File: config.mk
export PLATFORM = sky130hd
export DESIGN_NAME = dec64_arbiter
export DESIGN_NICKNAME = d
export VERILOG_FILES = /design/src/rtl/dec64_pkg.sv /design/src/rtl/dec64_arbiter_rr_pick.sv /design/src/rtl/dec64_arbiter.sv
export SDC_FILE = /design/constraint.sdc
export NUM_CORES = 1
export LEC_CHECK = 0
export ABC_AREA = 0
export ABC_CLOCK_PERIOD_IN_PS = 3100
export CAP_MARGIN = 20
export CORE_MARGIN = 5
export CORE_UTILIZATION = 45
export DETAILED_ROUTE_END_ITERATION = 8
export PLACE_DENSITY = 0.86
export SKIP_CTS_REPAIR_TIMING = 1
export SLEW_MARGIN = 20
export SYNTH_ARGS = -nofsm -noshare
export SYNTH_HDL_FRONTEND = slang
export SYNTH_SLANG_ARGS = --single-unit
File: constraint.sdc
create_clock -name clk -period 3.1 [get_ports clk]
set_input_delay 0.62 -clock clk [delete_from_list [all_inputs] [get_ports clk]]
set_output_delay 0.62 -clock clk [all_outputs]
set_load 0.01 [all_outputs]
File: src/rtl/dec64_pkg.sv
// rtl/dec64_pkg.sv - shared types and constants for the 64-line decoder arbiter
package dec64_pkg;

  localparam int DEC_AW    = 6;
  localparam int DEC_LINES = 64;

  typedef enum logic [1:0] {
    S_IDLE    = 2'd0,
    S_GRANT   = 2'd1,
    S_HOLD    = 2'd2,
    S_RELEASE = 2'd3
  } state_t;

endpackage

File: src/rtl/dec64_arbiter_rr_pick.sv
// rtl/dec64_arbiter_rr_pick.sv - combinational round-robin picker: first request at or after ptr
module rr_pick #(
  parameter int N_REQ = 4,
  parameter int PW    = $clog2(N_REQ)
) (
  input  logic [N_REQ-1:0] req_i,
  input  logic [PW-1:0]    ptr_i,
  output logic [N_REQ-1:0] win_oh_o,
  output logic [PW-1:0]    win_idx_o,
  output logic             valid_o
);

  always_comb begin
    int k;
    win_oh_o  = '0;
    win_idx_o = '0;
    valid_o   = 1'b0;
    k         = 0;
    for (int i = 0; i < N_REQ; i++) begin
      k = int'(ptr_i) + i;
      if (k >= N_REQ) k = k - N_REQ;
      if (!valid_o && req_i[k]) begin
        valid_o     = 1'b1;
        win_idx_o   = PW'(k);
        win_oh_o[k] = 1'b1;
      end
    end
  end

endmodule

File: src/rtl/dec64_arbiter.sv
// rtl/dec64_arbiter.sv - round-robin arbiter sharing one 6-to-64 decoder between N_REQ requesters
module dec64_arbiter
  import dec64_pkg::*;
#(
  parameter int N_REQ = 4,
  parameter int AW    = 6,
  parameter int HOLD  = 4
) (
  input  logic                clk,
  input  logic                rst_n,
  input  logic [N_REQ-1:0]    req,
  input  logic [N_REQ*AW-1:0] addr_i,
  output logic [N_REQ-1:0]    gnt,
  output logic [N_REQ-1:0]    done,
  output logic                dec_en,
  output logic [AW-1:0]       dec_w,
  output logic                busy
);

  localparam int PW = $clog2(N_REQ);
  localparam int CW = $clog2(HOLD + 1);

  if (HOLD < 1) begin : g_bad_hold
    $error("dec64_arbiter: HOLD must be at least 1");
  end
  if (N_REQ < 2 || N_REQ > 8) begin : g_bad_nreq
    $error("dec64_arbiter: N_REQ must be in 2..8");
  end
  if (AW != DEC_AW) begin : g_bad_aw
    $error("dec64_arbiter: AW must match the decoder address width");
  end

  state_t           state_q;
  logic [PW-1:0]    ptr_q;
  logic [PW-1:0]    win_q;
  logic [CW-1:0]    cnt_q;
  logic [N_REQ-1:0] gnt_q;
  logic [N_REQ-1:0] done_q;
  logic             dec_en_q;
  logic [AW-1:0]    dec_w_q;
  logic             busy_q;

  logic [N_REQ-1:0] pick_oh;
  logic [PW-1:0]    pick_idx;
  logic             pick_valid;
  logic             holding;

  rr_pick #(
    .N_REQ (N_REQ),
    .PW    (PW)
  ) u_pick (
    .req_i     (req),
    .ptr_i     (ptr_q),
    .win_oh_o  (pick_oh),
    .win_idx_o (pick_idx),
    .valid_o   (pick_valid)
  );

  // The winner keeps its slot only while its own request stays high.
  assign holding = |(req & gnt_q);

  always_ff @(posedge clk or negedge rst_n) begin
    if (!rst_n) begin
      state_q  <= S_IDLE;
      ptr_q    <= '0;
      win_q    <= '0;
      cnt_q    <= '0;
      gnt_q    <= '0;
      done_q   <= '0;
      dec_en_q <= 1'b0;
      dec_w_q  <= '0;
      busy_q   <= 1'b0;
    end else begin
      case (state_q)
        S_IDLE: begin
          done_q <= '0;
          if (pick_valid) begin
            state_q <= S_GRANT;
            gnt_q   <= pick_oh;
            win_q   <= pick_idx;
            busy_q  <= 1'b1;
          end
        end
        S_GRANT: begin
          state_q  <= S_HOLD;
          dec_w_q  <= addr_i[win_q*AW +: AW];
          ptr_q    <= (win_q == PW'(N_REQ - 1)) ? '0 : win_q + 1'b1;
          cnt_q    <= CW'(HOLD);
          dec_en_q <= 1'b1;
          done_q   <= (HOLD == 1) ? gnt_q : '0;
        end
        S_HOLD: begin
          // Final cycle takes priority over abort: a transfer that reached
          // its done pulse is complete even if the request falls with it.
          if (cnt_q == CW'(1) || !holding) begin
            state_q  <= S_RELEASE;
            dec_en_q <= 1'b0;
            gnt_q    <= '0;
            done_q   <= '0;
          end else begin
            cnt_q  <= cnt_q - 1'b1;
            done_q <= (cnt_q == CW'(2)) ? gnt_q : '0;
          end
        end
        S_RELEASE: begin
          state_q <= S_IDLE;
          busy_q  <= 1'b0;
        end
        default: begin
          state_q <= S_IDLE;
        end
      endcase
    end
  end

  assign gnt    = gnt_q;
  assign done   = done_q;
  assign dec_en = dec_en_q;
  assign dec_w  = dec_w_q;
  assign busy   = busy_q;

endmodule
==> impl_metrics.toml <==
[setup_path]
crit_arrival_ns = 2.82
path_max_fanout = 8
cp-start-kind = "register"
critPathCaptureType = "register"
critical_path_required_ns = 3.31
path_class = "register to register"

[logic_synthesis]
synth-edff-count = 0
synth_xor_area_share_pct = 0.522
muxShareOfSynthArea_pct = 20.4
yosysTopAreaCell = "dfrtp_1"
async_flop_share_pct = 100
synth_area_per_cell_um2 = 11.8
yosysUniqueCellTypes = 34
synth.top_cell.area_share_pct = 37.3
syn_area_um2 = 1680
synth_adder_area_share_pct = 10.4
syn_nets = 186
seq_area_frac_synth_pct = 37.3
synth_area_leaders = "dfrtp_1 37%, mux4_2 12%, ha_1 10%, mux2_2 6.7%, a22o_1 5.7%"
ys_ff_latch = 25
synth_top_family_by_area = "multiplexers"
synth-compound-area-share_pct = 17.7
yosys_warnings = 0
synthCells = 142
yosys.area_share.simple_pct = 10.4
synth_top_flop_cell = "dfrtp_1"

[route]
drt-initial-drc-count = 49
postRouteAntennaNets = 0
wl_per_cell_um = 17.0
drtPass1Iterations = 4
vias_per_cell = 5.64
via_count = 1332
wl_mm = 4.01
drc = 0

[clock_tree]
root_buffer = "clkbuf_8"
cts.sinks = 25
clk_transition_reported_paths_ns = 0.09
ctsLongestPathBuffers = 2
clkLatencyLatePin_ns = 0.27
cts_tree = "done"
cts_made_buffers = 3
htreeDepth = 1

[layout]
final_cells = 236
syn_to_final_growth_pct = 32.7
mostFrequentLayoutCell = "clkdlybuf4s50_1"
post-route-util_pct = 61.3
nFillCells = 306
final_nets = 233
drive_gt1_share_pct = 16.0
insertedDiodeCount = 0
layout_common_cells = "45 x clkdlybuf4s50_1, 25 x dfrtp_1, 14 x ha_1"

[flow_run]
cap_violations = 0

[grt]
antenna_found_initial = 0
grt_pass1_wl_mm = 6.96
grt.total_usage_pct = 17.3
grt_max_degree = 26
grt_overflow = 0
first_global_vias = 1456

[sta]
final_max_slew_viol_count = 0
fmax_mhz = 383
fin_skew_ns = 0.00631
worst_pin_slew_ns = 0.636
fin_ws_ns = 0.492
setup_viol_count_final = 0
period_needed_ns = 2.61
hold_viol = 0
rsz0062_at_grt = "false"
max_slew_margin_pct = 57.0
finalSetupTns_ns = 0
final.period_utilization_pct = 84.1

[placed_design]
dpl.cell_count = 232
dpl.hpwl_mm = 3.37
portBuffers = 45
place_ws_ns = 0.249
globalplace.congestion = 0.925

[floorplanning]
dieWidth_um = 71.1
rows = 22
io_pins = 46
start_util_pct = 46.2
core_area_um2 = 3630
dieArea_um2 = 5050
fp.dieH_um = 71.1

[power]
p_per_area_nw_per_um2 = 909
peakVddDrop_mv = 0.549
leakage_uw = 0.000917
power_uw = 2020

[min_path]
hold_class = "register to register"

[status]
status = "finished, final reports clean"
## state kept, by name (all words and copies together) (netlist names)
name     flops
dec_w        6
done         4
dec_en       1
win_q        2
ptr_q        2
cnt_q        3
busy         1
state_q      2
gnt          4
## final timing paths
path | cells past startpoint | start | slack [ns] | end
setup / recovery | 7 | ptr_q[1] | 0.49 | gnt[2]
hold / removal | 1 | dec_w[0] | 0.51 | dec_w[0]
setup reg to reg | 7 | ptr_q[1] | 0.49 | gnt[2]
hold reg to reg | 1 | dec_w[0] | 0.51 | dec_w[0]
max in group asynchronous | 2 | rst_n | 2.16 | win_q[1]
min in group asynchronous | 2 | rst_n | 0.70 | dec_w[4]
## per-layer routing
layer,share of wire [%],vias up,GRT usage [%]
met1,38,647,19.7
li1,-,634,-
met5,0,-,0
met3,5.0,8,3.41
met4,1.7,0,4.80
met2,56,43,32.6
## power breakdown
group	internal (uW)	total, uW	switching (uW)
Sequential	451	589	137
Clock	91.0	193	102
Combinational	646	1240	596
## critical path, stage by stage, from the launching register on
cell,delay [ns]
dfrtp_1,0.49
inv_1,0.15
ha_1,0.41
mux4_2,0.65
nor2b_1,0.36
a221oi_1,0.13
o2bb2ai_1,0.22
a22o_1,0.15
## area by class of cell
| class | count | area, um2 | area share (%) |
|---|---|---|---|
| well taps | 48 | 60.1 | 2.70 |
| repair buffers | 47 | 465 | 20.9 |
| clock inverters | 1 | 7.51 | 0.337 |
| inverters | 8 | 30.0 | 1.35 |
| clock buffers | 3 | 41.3 | 1.85 |
| multi-input cells | 104 | 996 | 44.7 |
| flip-flops and latches | 25 | 626 | 28.1 |
## cells by family after synthesis
kind of cell    after synthesis
buf+inv                      13
mux                          20
xor+xnor                      1
compound gates               39
simple gates                 30
flops                        25
fa+ha+maj                    14
## through the flow
stage,area (um2),hold slack [ns]
after detailed placement,2180,0.495
after floorplan,1680,0.324
after global routing,2230,0.544
after global placement,2180,0.487
final,2230,0.511
after CTS,2230,0.514
## synth_stat cells (all sizes together), types with 6 or more instances
master and n:
dfrtp 25, ha 14, a22o 11, mux2 10, mux4 10, o21ai 9, inv 8, nor2 8
nand2 7, nor2b 6
Power figures use the tool's default switching activity.
==> RTL change, RTL diff (same flow settings) <==
`N_REQ` is set to 4 in 2 places; all go to 8.
--- a/src/rtl/dec64_arbiter_rr_pick.sv
+++ b/src/rtl/dec64_arbiter_rr_pick.sv
@@ -1,5 +1,5 @@
 // rtl/dec64_arbiter_rr_pick.sv - combinational round-robin picker: first request at or after ptr
 module rr_pick #(
-  parameter int N_REQ = 4,
+  parameter int N_REQ = 8,
   parameter int PW    = $clog2(N_REQ)
 ) (
--- a/src/rtl/dec64_arbiter.sv
+++ b/src/rtl/dec64_arbiter.sv
@@ -3,5 +3,5 @@
   import dec64_pkg::*;
 #(
-  parameter int N_REQ = 4,
+  parameter int N_REQ = 8,
   parameter int AW    = 6,
   parameter int HOLD  = 4
Interface: changed (resized addr_i, done, gnt and req); port bits go from 46 to 82. The function was not compared with the original's and may differ.
==> RTL change against the original RTL <==
Register-to-register slack got worse by 0.39 ns. Sequential share of layout area is 11 points lower. Core utilization is 5.3 points higher. Total power grew to 3.0 times the old value. Fmax decreased by 13%. Sequential cell count up 10. Clock skew hardly changed. Area after synthesis grew 110%. Routed wire length rose to 3.0 times the old value. Highest routed layer unchanged. Setup slack lost 0.40 ns. Cell area grew 130%. Synthesized cell count increased to 2.5 times the old value. Combinational power rose to 3.8 times the old value.
==> RTL change: results (changes against the original RTL) <==
[placement]
place_area_mm2 = 0.00499  ; +130%
pre_cts_ws_ns = -0.228  ; -0.478 ns
port_buffers = 81  ; +80%

[clock_network]
htree_levels = 2  ; +1
clkLatencyLatePin_ns = 0.29  ; +0.02 ns
cts_buffers = 5  ; +2

[layout]
drive_above_1_share_pct = 27.8  ; +12 points

[setup_path]
slowest_delay_ns = 0.55  ; -0.10 ns
timing_worst_setup_path_type = in2reg
cp_top_family = buffers and inverters
r2r_slack_ns = 0.10  ; -0.39 ns

[timing]
tightest_slew_ns = 0.764  ; +0.128 ns

[power]
clock_power_w = 0.000418  ; +120%
powerDensity_mw_per_mm2 = 1160  ; +28%
peakVddDrop_mv = 0.743  ; +35%
leakage_nw = 2.15  ; +130%

[logic_synthesis]
ys_seq_area_share_pct = 24.7  ; -13 points
synth_area_leaders = dfrtp_1 (25%), mux4_2 (18%), ha_1 (6.3%)
synthDistinctLibCells = 69  ; +100%

[worst_hold_path]
hold_end = dec_en$_DFFE_PN0P_

[route]
vias = 3752  ; +180%
dr.first_iter.drc_count = 301  ; +510%

[global_routing]
grt_max_degree = 36  ; +38%
grt_usage_pct = 24.0  ; +6.7 points

[status]
outcome = finished, final reports clean

==> RTL change: worst min-delay path: cells and delay by family, from the launching register on <==
family | cells | cell delay [ns]
flops | 1 | 0.35
compound gates | 1 | 0.07
simple gates | 1 | 0.05
==> RTL change: cell families (layout without fill, tap and decap cells) <==
logic type,Yosys count,in the layout,synth area share [%]
AOI/OAI and AO/OA,100,100,21.1
adders and majority gates,18,18,6.34
and+or+nand+nor,106,106,15.2
DFF,35,35,24.7
xor gates and xnor gates,5,5,1.23
buffers and inverters,42,181,5.67
muxes,51,51,25.8
==> RTL change: cell type report <==
class	count	area, um2	area share (%)
flip-flops and latches	35	877	17.1
repair buffers	156	1410	27.4
inverters	17	76.3	1.48
multi-input cells	280	2540	49.4
clock buffers	5	68.8	1.34
clock inverters	3	43.8	0.852
well taps	102	128	2.48
==> RTL change: metal layers <==
layer  wire, um  global-route usage (%)
met5          0                       0
met4        371                    7.98
met3        870                    4.46
met2       6100                    42.5
met1       4570                    29.2
